### config.mk
export PLATFORM = sky130hd
export DESIGN_NAME = pipeline_sequencer
export DESIGN_NICKNAME = d
export VERILOG_FILES = /design/src/rtl/mips_pipe_pkg.sv /design/src/rtl/load_use_detector.sv /design/src/rtl/pipeline_sequencer.sv
export SDC_FILE = /design/constraint.sdc
export NUM_CORES = 1
export LEC_CHECK = 0
export ABC_CLOCK_PERIOD_IN_PS = 2950
export CORE_MARGIN = 2
export CORE_UTILIZATION = 40
export DETAILED_ROUTE_END_ITERATION = 16
export DONT_BUFFER_PORTS = 1
export GPL_ROUTABILITY_DRIVEN = 1
export GPL_TIMING_DRIVEN = 1
export MAX_ROUTING_LAYER = met4
export PLACE_DENSITY_LB_ADDON = 0.1
export SLEW_MARGIN = 20
export SYNTH_ARGS = -nofsm -noshare
export SYNTH_HDL_FRONTEND = slang
export SYNTH_SLANG_ARGS = --single-unit
### constraint.sdc
create_clock -name clk -period 2.95 [get_ports clk]
set_input_delay 0.59 -clock clk [delete_from_list [all_inputs] [get_ports clk]]
set_output_delay 0.59 -clock clk [all_outputs]
set_load 0.005 [all_outputs]
### src/rtl/mips_pipe_pkg.sv
// Shared pipeline-sequencer definitions: sequencer state encodings, HALT opcode,
// register-address width and the bundle of per-stage stall/flush controls.
package mips_pipe_pkg;

  localparam int REG_AW = 5;

  localparam logic [1:0] ST_RUN      = 2'b00;
  localparam logic [1:0] ST_MEM_WAIT = 2'b01;
  localparam logic [1:0] ST_DRAIN    = 2'b10;
  localparam logic [1:0] ST_HALTED   = 2'b11;

  localparam logic [5:0] OP_HALT = 6'b111111;

  typedef struct packed {
    logic stall_f;
    logic stall_d;
    logic stall_e;
    logic stall_m;
    logic flush_d;
    logic flush_e;
    logic flush_w;
  } pipe_ctl_t;

endpackage

### src/rtl/load_use_detector.sv
// Flags a load in EX whose destination is read by the instruction in ID.
// Register 0 is hard-wired zero, so it never creates a dependency.
module load_use_detector #(
  parameter int REG_AW = mips_pipe_pkg::REG_AW
) (
  input  logic [REG_AW-1:0] id_rs,
  input  logic [REG_AW-1:0] id_rt,
  input  logic              ex_memtoreg,
  input  logic [REG_AW-1:0] ex_wreg,
  output logic              hazard
);

  assign hazard = ex_memtoreg && (ex_wreg != '0) &&
                  ((ex_wreg == id_rs) || (ex_wreg == id_rt));

endmodule

### src/rtl/pipeline_sequencer.sv
// 5-stage MIPS pipeline sequencer: memory-wait stalls, load-use interlock,
// branch/jump redirect and the HALT drain, driving pipeline-register enables/clears.
module pipeline_sequencer #(
  parameter int REG_AW      = mips_pipe_pkg::REG_AW,
  parameter int DRAIN_CYC   = 4,
  parameter int MEM_TIMEOUT = 15
) (
  input  logic              clk,
  input  logic              rst,
  input  logic [REG_AW-1:0] id_rs,
  input  logic [REG_AW-1:0] id_rt,
  input  logic              id_br_taken,
  input  logic              id_jump,
  input  logic              id_halt,
  input  logic              ex_memtoreg,
  input  logic [REG_AW-1:0] ex_wreg,
  input  logic              mem_req,
  input  logic              mem_ready,
  output logic              stall_f,
  output logic              stall_d,
  output logic              stall_e,
  output logic              stall_m,
  output logic              flush_d,
  output logic              flush_e,
  output logic              flush_w,
  output logic              halted,
  output logic              mem_err,
  output logic [1:0]        state_o
);

  import mips_pipe_pkg::*;

  localparam int DW = $clog2(DRAIN_CYC + 1);
  localparam int WW = $clog2(MEM_TIMEOUT + 1);

  logic [1:0]    state, state_nxt;
  logic [DW-1:0] drain_cnt, drain_nxt;
  logic [WW-1:0] wait_cnt, wait_nxt;
  logic          err_q, err_nxt;
  logic          hazard;
  logic          memstall;
  pipe_ctl_t     ctl;

  load_use_detector #(.REG_AW(REG_AW)) u_lud (
    .id_rs       (id_rs),
    .id_rt       (id_rt),
    .ex_memtoreg (ex_memtoreg),
    .ex_wreg     (ex_wreg),
    .hazard      (hazard)
  );

  assign memstall = mem_req && !mem_ready && (state != ST_HALTED);

  always_comb begin
    // NOTE: every output of this block gets a default first so no path infers a latch.
    ctl       = '0;
    state_nxt = state;
    drain_nxt = drain_cnt;
    wait_nxt  = '0;
    err_nxt   = err_q;

    if (memstall) begin
      // Memory wait outranks everything; DRAIN stays put with its counter frozen.
      ctl.stall_f = 1'b1;
      ctl.stall_d = 1'b1;
      ctl.stall_e = 1'b1;
      ctl.stall_m = 1'b1;
      ctl.flush_w = 1'b1;
      wait_nxt    = (wait_cnt == WW'(MEM_TIMEOUT)) ? wait_cnt : wait_cnt + WW'(1);
      if (wait_nxt == WW'(MEM_TIMEOUT)) err_nxt = 1'b1;
      if (state == ST_RUN) state_nxt = ST_MEM_WAIT;
    end else begin
      case (state)
        ST_RUN, ST_MEM_WAIT: begin
          state_nxt = ST_RUN;
          if (hazard) begin
            ctl.stall_f = 1'b1;
            ctl.stall_d = 1'b1;
            ctl.flush_e = 1'b1;
          end else if (state == ST_RUN && id_halt) begin
            ctl.stall_f = 1'b1;
            ctl.flush_d = 1'b1;
            state_nxt   = ST_DRAIN;
            drain_nxt   = DW'(DRAIN_CYC - 1);
          end else if (state == ST_RUN && (id_br_taken || id_jump)) begin
            ctl.flush_d = 1'b1;
          end
        end
        ST_DRAIN: begin
          ctl.stall_f = 1'b1;
          ctl.flush_d = 1'b1;
          if (drain_cnt == '0) state_nxt = ST_HALTED;
          else                 drain_nxt = drain_cnt - DW'(1);
        end
        default: begin
          ctl.stall_f = 1'b1;
          ctl.stall_d = 1'b1;
          ctl.stall_e = 1'b1;
          ctl.stall_m = 1'b1;
        end
      endcase
    end
  end

  always_ff @(posedge clk) begin
    // NOTE: sequential state uses non-blocking assignments so all flops update together.
    if (rst) begin
      state     <= ST_RUN;
      drain_cnt <= '0;
      wait_cnt  <= '0;
      err_q     <= 1'b0;
    end else begin
      state     <= state_nxt;
      drain_cnt <= drain_nxt;
      wait_cnt  <= wait_nxt;
      err_q     <= err_nxt;
    end
  end

  // Reset forces every output low immediately, independent of the held state.
  assign stall_f = !rst && ctl.stall_f;
  assign stall_d = !rst && ctl.stall_d;
  assign stall_e = !rst && ctl.stall_e;
  assign stall_m = !rst && ctl.stall_m;
  assign flush_d = !rst && ctl.flush_d;
  assign flush_e = !rst && ctl.flush_e;
  assign flush_w = !rst && ctl.flush_w;
  assign halted  = !rst && (state == ST_HALTED);
  assign mem_err = !rst && err_q;
  assign state_o = rst ? 2'b00 : state;

endmodule

Word level (Yosys, flattened, before mapping):

Index checks and enable logic that the tools add are counted.

* register bits: 10
* input bits: 23
* output and inout port bits: 11

* $add $sub $neg: 2
* equality and inequality tests: 13
* mux-type cells: 26
* bitwise logic cells: 1
* reduce and logical (&&, ||, !) cells: 30

Operator list (number)
* $mux W2: 8
* $logic_and A1 B1 Y1: 15
* $eq A5 B5 Y1: 2
* $mux W1: 9
* $mux W3: 3
* $eq A4 B4 Y1 const B: 2
* $mux W4: 2
* $ne A2 B2 Y1 const B: 4
* $pmux W3 S2: 1
* $reduce_and A5 Y1: 1
* $reduce_bool A5 Y1: 1
* $add A4 B1 Y4 const B: 1
* $eq A2 B2 Y1 const B: 2
* $pmux W1 S2: 2
* $pmux W2 S2: 1
* $reduce_or A2 Y1: 2
* $logic_not A3 Y1: 1
* $ne A3 B3 Y1 const B: 1
* $reduce_and A3 Y1: 1
* $reduce_bool A3 Y1: 1
* $reduce_or A3 Y1: 1
* $sub A3 B1 Y3 const B: 1
* $eq A2 B1 Y1 const B: 1
* $logic_not A1 Y1: 2
* 6 further kinds: 7

Depth between registers and ports, before layout:

* word-level depth: 8
* mapped depth: 8
* gate-level depth less buffers: 8

By module:

A second synthesis with hierarchy kept.

* cells, all modules: 89
* area total of the unflattened synthesis: 726.9 um^2

Modules (own cells, without submodules)
* pipeline_sequencer: times used 1, cells an instance 72, area an instance 601.8 um^2, sequential area each 200.2 um^2
* load_use_detector: times used 1, cells an instance 17, area an instance 125.1 um^2, sequential area each 0.0 um^2

Worst setup path after synthesis:

OpenSTA, ideal clock, no wires.

* kind: input to output
* from: in ex_wreg[3]
* to: out stall_d
* arrival: 1.612 ns
* path slack: 0.748 ns
* stages: 5
* buffers on the path: 0
* path through: xor2_1 nor3_2 a22oi_2 or3_4 a31oi_1

* word-level cells in the longest chain between the ends: 7

Ends and longest elaborated chain
* start: declaration: line pipeline_sequencer.sv:16 `input logic [REG_AW-1:0] ex_wreg,`
* $eq A5 B5 Y1 / $reduce_bool A5 Y1 (equally long branches): line load_use_detector.sv:14, load_use_detector.sv:13
* $logic_or A1 B1 Y1 / $logic_and A1 B1 Y1 (equally long branches): line load_use_detector.sv:14, load_use_detector.sv:13
* $logic_and A1 B1 Y1 (*): line load_use_detector.sv:13 `assign hazard = ex_memtoreg && (ex_wreg != '0) &&`
* $mux W1 (*): line pipeline_sequencer.sv:76 `if (hazard) begin`
* $pmux W1 S2 (*): line pipeline_sequencer.sv:73 `case (state)`
* $mux W4 (*): line pipeline_sequencer.sv:62 `if (memstall) begin`
* $logic_and A1 B1 Y1 (*): line pipeline_sequencer.sv:122 `assign stall_d = !rst && ctl.stall_d;`
* end: declaration: line pipeline_sequencer.sv:20 `output logic stall_d,`

Every way passes the cells marked *; elsewhere a longest branch is shown, timed or not.

Final worst setup path:

Ends and elaborated chain as after synthesis.

==> out/qor.yml <==
outcome:
  outcome: "complete, no violations"
grt:
  antenna_found_initial: 0
  use_met3_pct: 7.41
  use_met2_pct: 28.0
  grt-ovfl-total: 0
  grt_pass1_vias: 674
  grt_use_total_pct: 16.5
  grt_max_degree: 15
  grt_pass1_wl_um: 2900
  grt_use_met1_pct: 17.4
  busiest_layer: "met2"
power:
  p_sw_uw: 108
  pwr-share-seq_pct: 41.8
  power.total_uw: 362
  clkPwrFrac_pct: 34.9
  combPwrFrac_pct: 23.4
  switching_share_pct: 29.8
  power_density_nw_per_um2: 427
  ir_drop_mv: 0.252
  p_leak_uw: 0.000312
  power.internal_uw: 254
yosys:
  synthMuxAreaShare_pct: 1.27
  avgSynthCellArea_um2: 8.86
  synthAdderAreaFrac_pct: 4.76
  synth_top_family_by_area: "simple AND/OR/NAND/NOR gates"
  synth_area_um2: 788
  yosys.cell_types.count: 37
  syn_nets: 115
  ys_seq_elements: 10
  synth_simple_gate_area_share_pct: 27.1
  syn_inst: 89
  synth_xor_xnor_area_share_pct: 13.3
  synth_compound_area_share_pct: 22.9
  synth.yosys.seq_area_share_pct: 25.4
  synth.yosys.warnings: 0
final_layout:
  diodes: 0
  area_delta_synth_final_pct: 7.46
  fin_cells: 118
  layout-drive-gt1-share_pct: 22.0
  finalNetCount: 118
  most-common-layout-cells: "xor2_1 (10), dfxtp_1 (10), nor2_1 (9), inv_1 (6)"
clock_network:
  post_cts_buffers: 0
  htree_levels: 1
  cts_tree: "done"
  ctsResizeCount: 0
  clkLatencyLatePin_ps: 270
  cts_max_path_buffers: 2
  cts_made_buffers: 3
  ctsHoldBuffers: 0
  clkSinkCount: 10
  clockRootBuffer: "clkbuf_4"
  clkTransAtPathRegs_ps: 70
worst_setup_path:
  arrival_ps: 1690
  cp_data_required_time_ps: 2360
  crit_fanout: 4
  setup.worst_path.start_class: "primary input"
  crit_path_end_kind: "output port"
  critical_path_class: "primary input to output port"
detailed_routing:
  drt-initial-drc-count: 5
  drc_errors: 0
  via_count: 647
  wl_um: 1610
  postRouteAntennaNets: 0
  routedWlPerCell_um: 13.7
  drt_first_pass_iters: 4
  vias_per_cell: 5.48
sta:
  finalWorstPathRequiredPeriod_ps: 2280
  slew_violations: 0
  slew_headroom_pct: 68.9
  rsz0062_at_grt: "no"
  timing.hold.ws_ps: 375
  final.setup.tns_ps: 0
  skew_ps: 7.65
  finalHoldViolCount: 0
  period_share_pct: 77.3
  finalSetupViolCount: 0
  max_freq_mhz: 438
  worst_pin_slew_ps: 461
placed_design:
  dp_hpwl_um: 1340
  io_buffers: 0
  globalplace.congestion: 0.845
  dp.cells: 114
flow_run:
  maxCapViolations: 0
worst_hold_path:
  min-delay-path-class: "primary input to register"
die:
  dieArea_um2: 2340
  die_h_um: 48.4
  pin_count: 34
  die_w_um: 48.4
  start_util_pct: 41.4
  core-area_um2: 1900
  row_count: 16
worst max-delay path: stages:
cell and delay (ps):
xor2_1 150, nor3_2 200, a22oi_2 130, or3_4 410, a31oi_1 220
power groups by stage:
stage / clock [µW] / sequential [µW] / combinational [µW]
floorplan: 0 / 153 / 76.1
detailed placement: 0 / 154 / 86.1
global route: 140 / 152 / 97.6
finish: 126 / 151 / 84.6
CTS: 132 / 151 / 86.4
global placement: 0 / 154 / 85.9
layout make-up:
| class | count | area, µm² |
|---|---|---|
| clock buffer | 4 | 36.3 |
| fill | 207 | 1050 |
| sequential | 10 | 200 |
| multi-input combinational | 69 | 547 |
| inverter | 8 | 30.0 |
| tap | 27 | 33.8 |
cells in the mapped netlist (all sizes together):
cell,instances,share of area (%)
nor2,9,4.3
nand2b,1,0.79
a21oi,5,3.2
or2,1,0.79
a31oi,3,2.4
a22oi,1,1.6
nor3,7,7.8
a211oi,2,1.9
nand3b,1,0.95
nand3,1,0.63
nor2b,2,1.6
xnor2,2,2.2
dfxtp,10,25
o31ai,1,1.6
nor3b,2,2.5
ha,3,4.8
nor4,1,1.6
a311oi,1,1.9
xor2,10,11
o41ai,1,1.1
o21ai,1,2.1
nand2,5,2.4
or4,1,1.4
a221oi,2,3.8
a21o,1,0.95
or3,1,1.4
o32ai,1,1.1
inv,8,3.8
mux2i,1,1.3
and2b,1,0.95
buf,2,1.4
a41o,1,1.3
routing by layer:
layer / up-vias / wire, µm
met5: - / 0
met4: 0 / 16
met3: 4 / 95
met2: 12 / 854
met1: 305 / 646
li1: 326 / -
through the flow:
step           worst slack, ps  cell area (µm²)  utilization, %
6_report                   668              847            44.5
5_1_grt                    549              847            44.5
2_1_floorplan              748              788               -
3_3_place_gp               666              811            42.6
4_1_cts                    636              847            44.5
3_5_place_dp               640              811            42.6
cells by family after synthesis:
logic type	count (synthesis)
mux	1
xor+xnor	12
buf+inv	10
simple gates	33
flops	10
fa+ha+maj	3
compound gates	20
flip-flops by register name, summed over array words and instances, names as in the netlist:
name / flops
wait_cnt: 4
err_q: 1
state: 2
drain_cnt: 3
path summary, 6_finish.rpt:
check,from,endpoint,slack [ps],cells after the start
setup / recovery,ex_wreg[3],stall_d,670,5
setup reg to reg,drain_cnt[0]$_SDFFE_PP0P_,drain_cnt[0]$_SDFFE_PP0P_,1280,8
hold / removal,rst,drain_cnt[1]$_SDFFE_PP0P_,370,1
hold reg to reg,drain_cnt[1]$_SDFFE_PP0P_,drain_cnt[1]$_SDFFE_PP0P_,470,2
(Power assumes the default switching activity.)
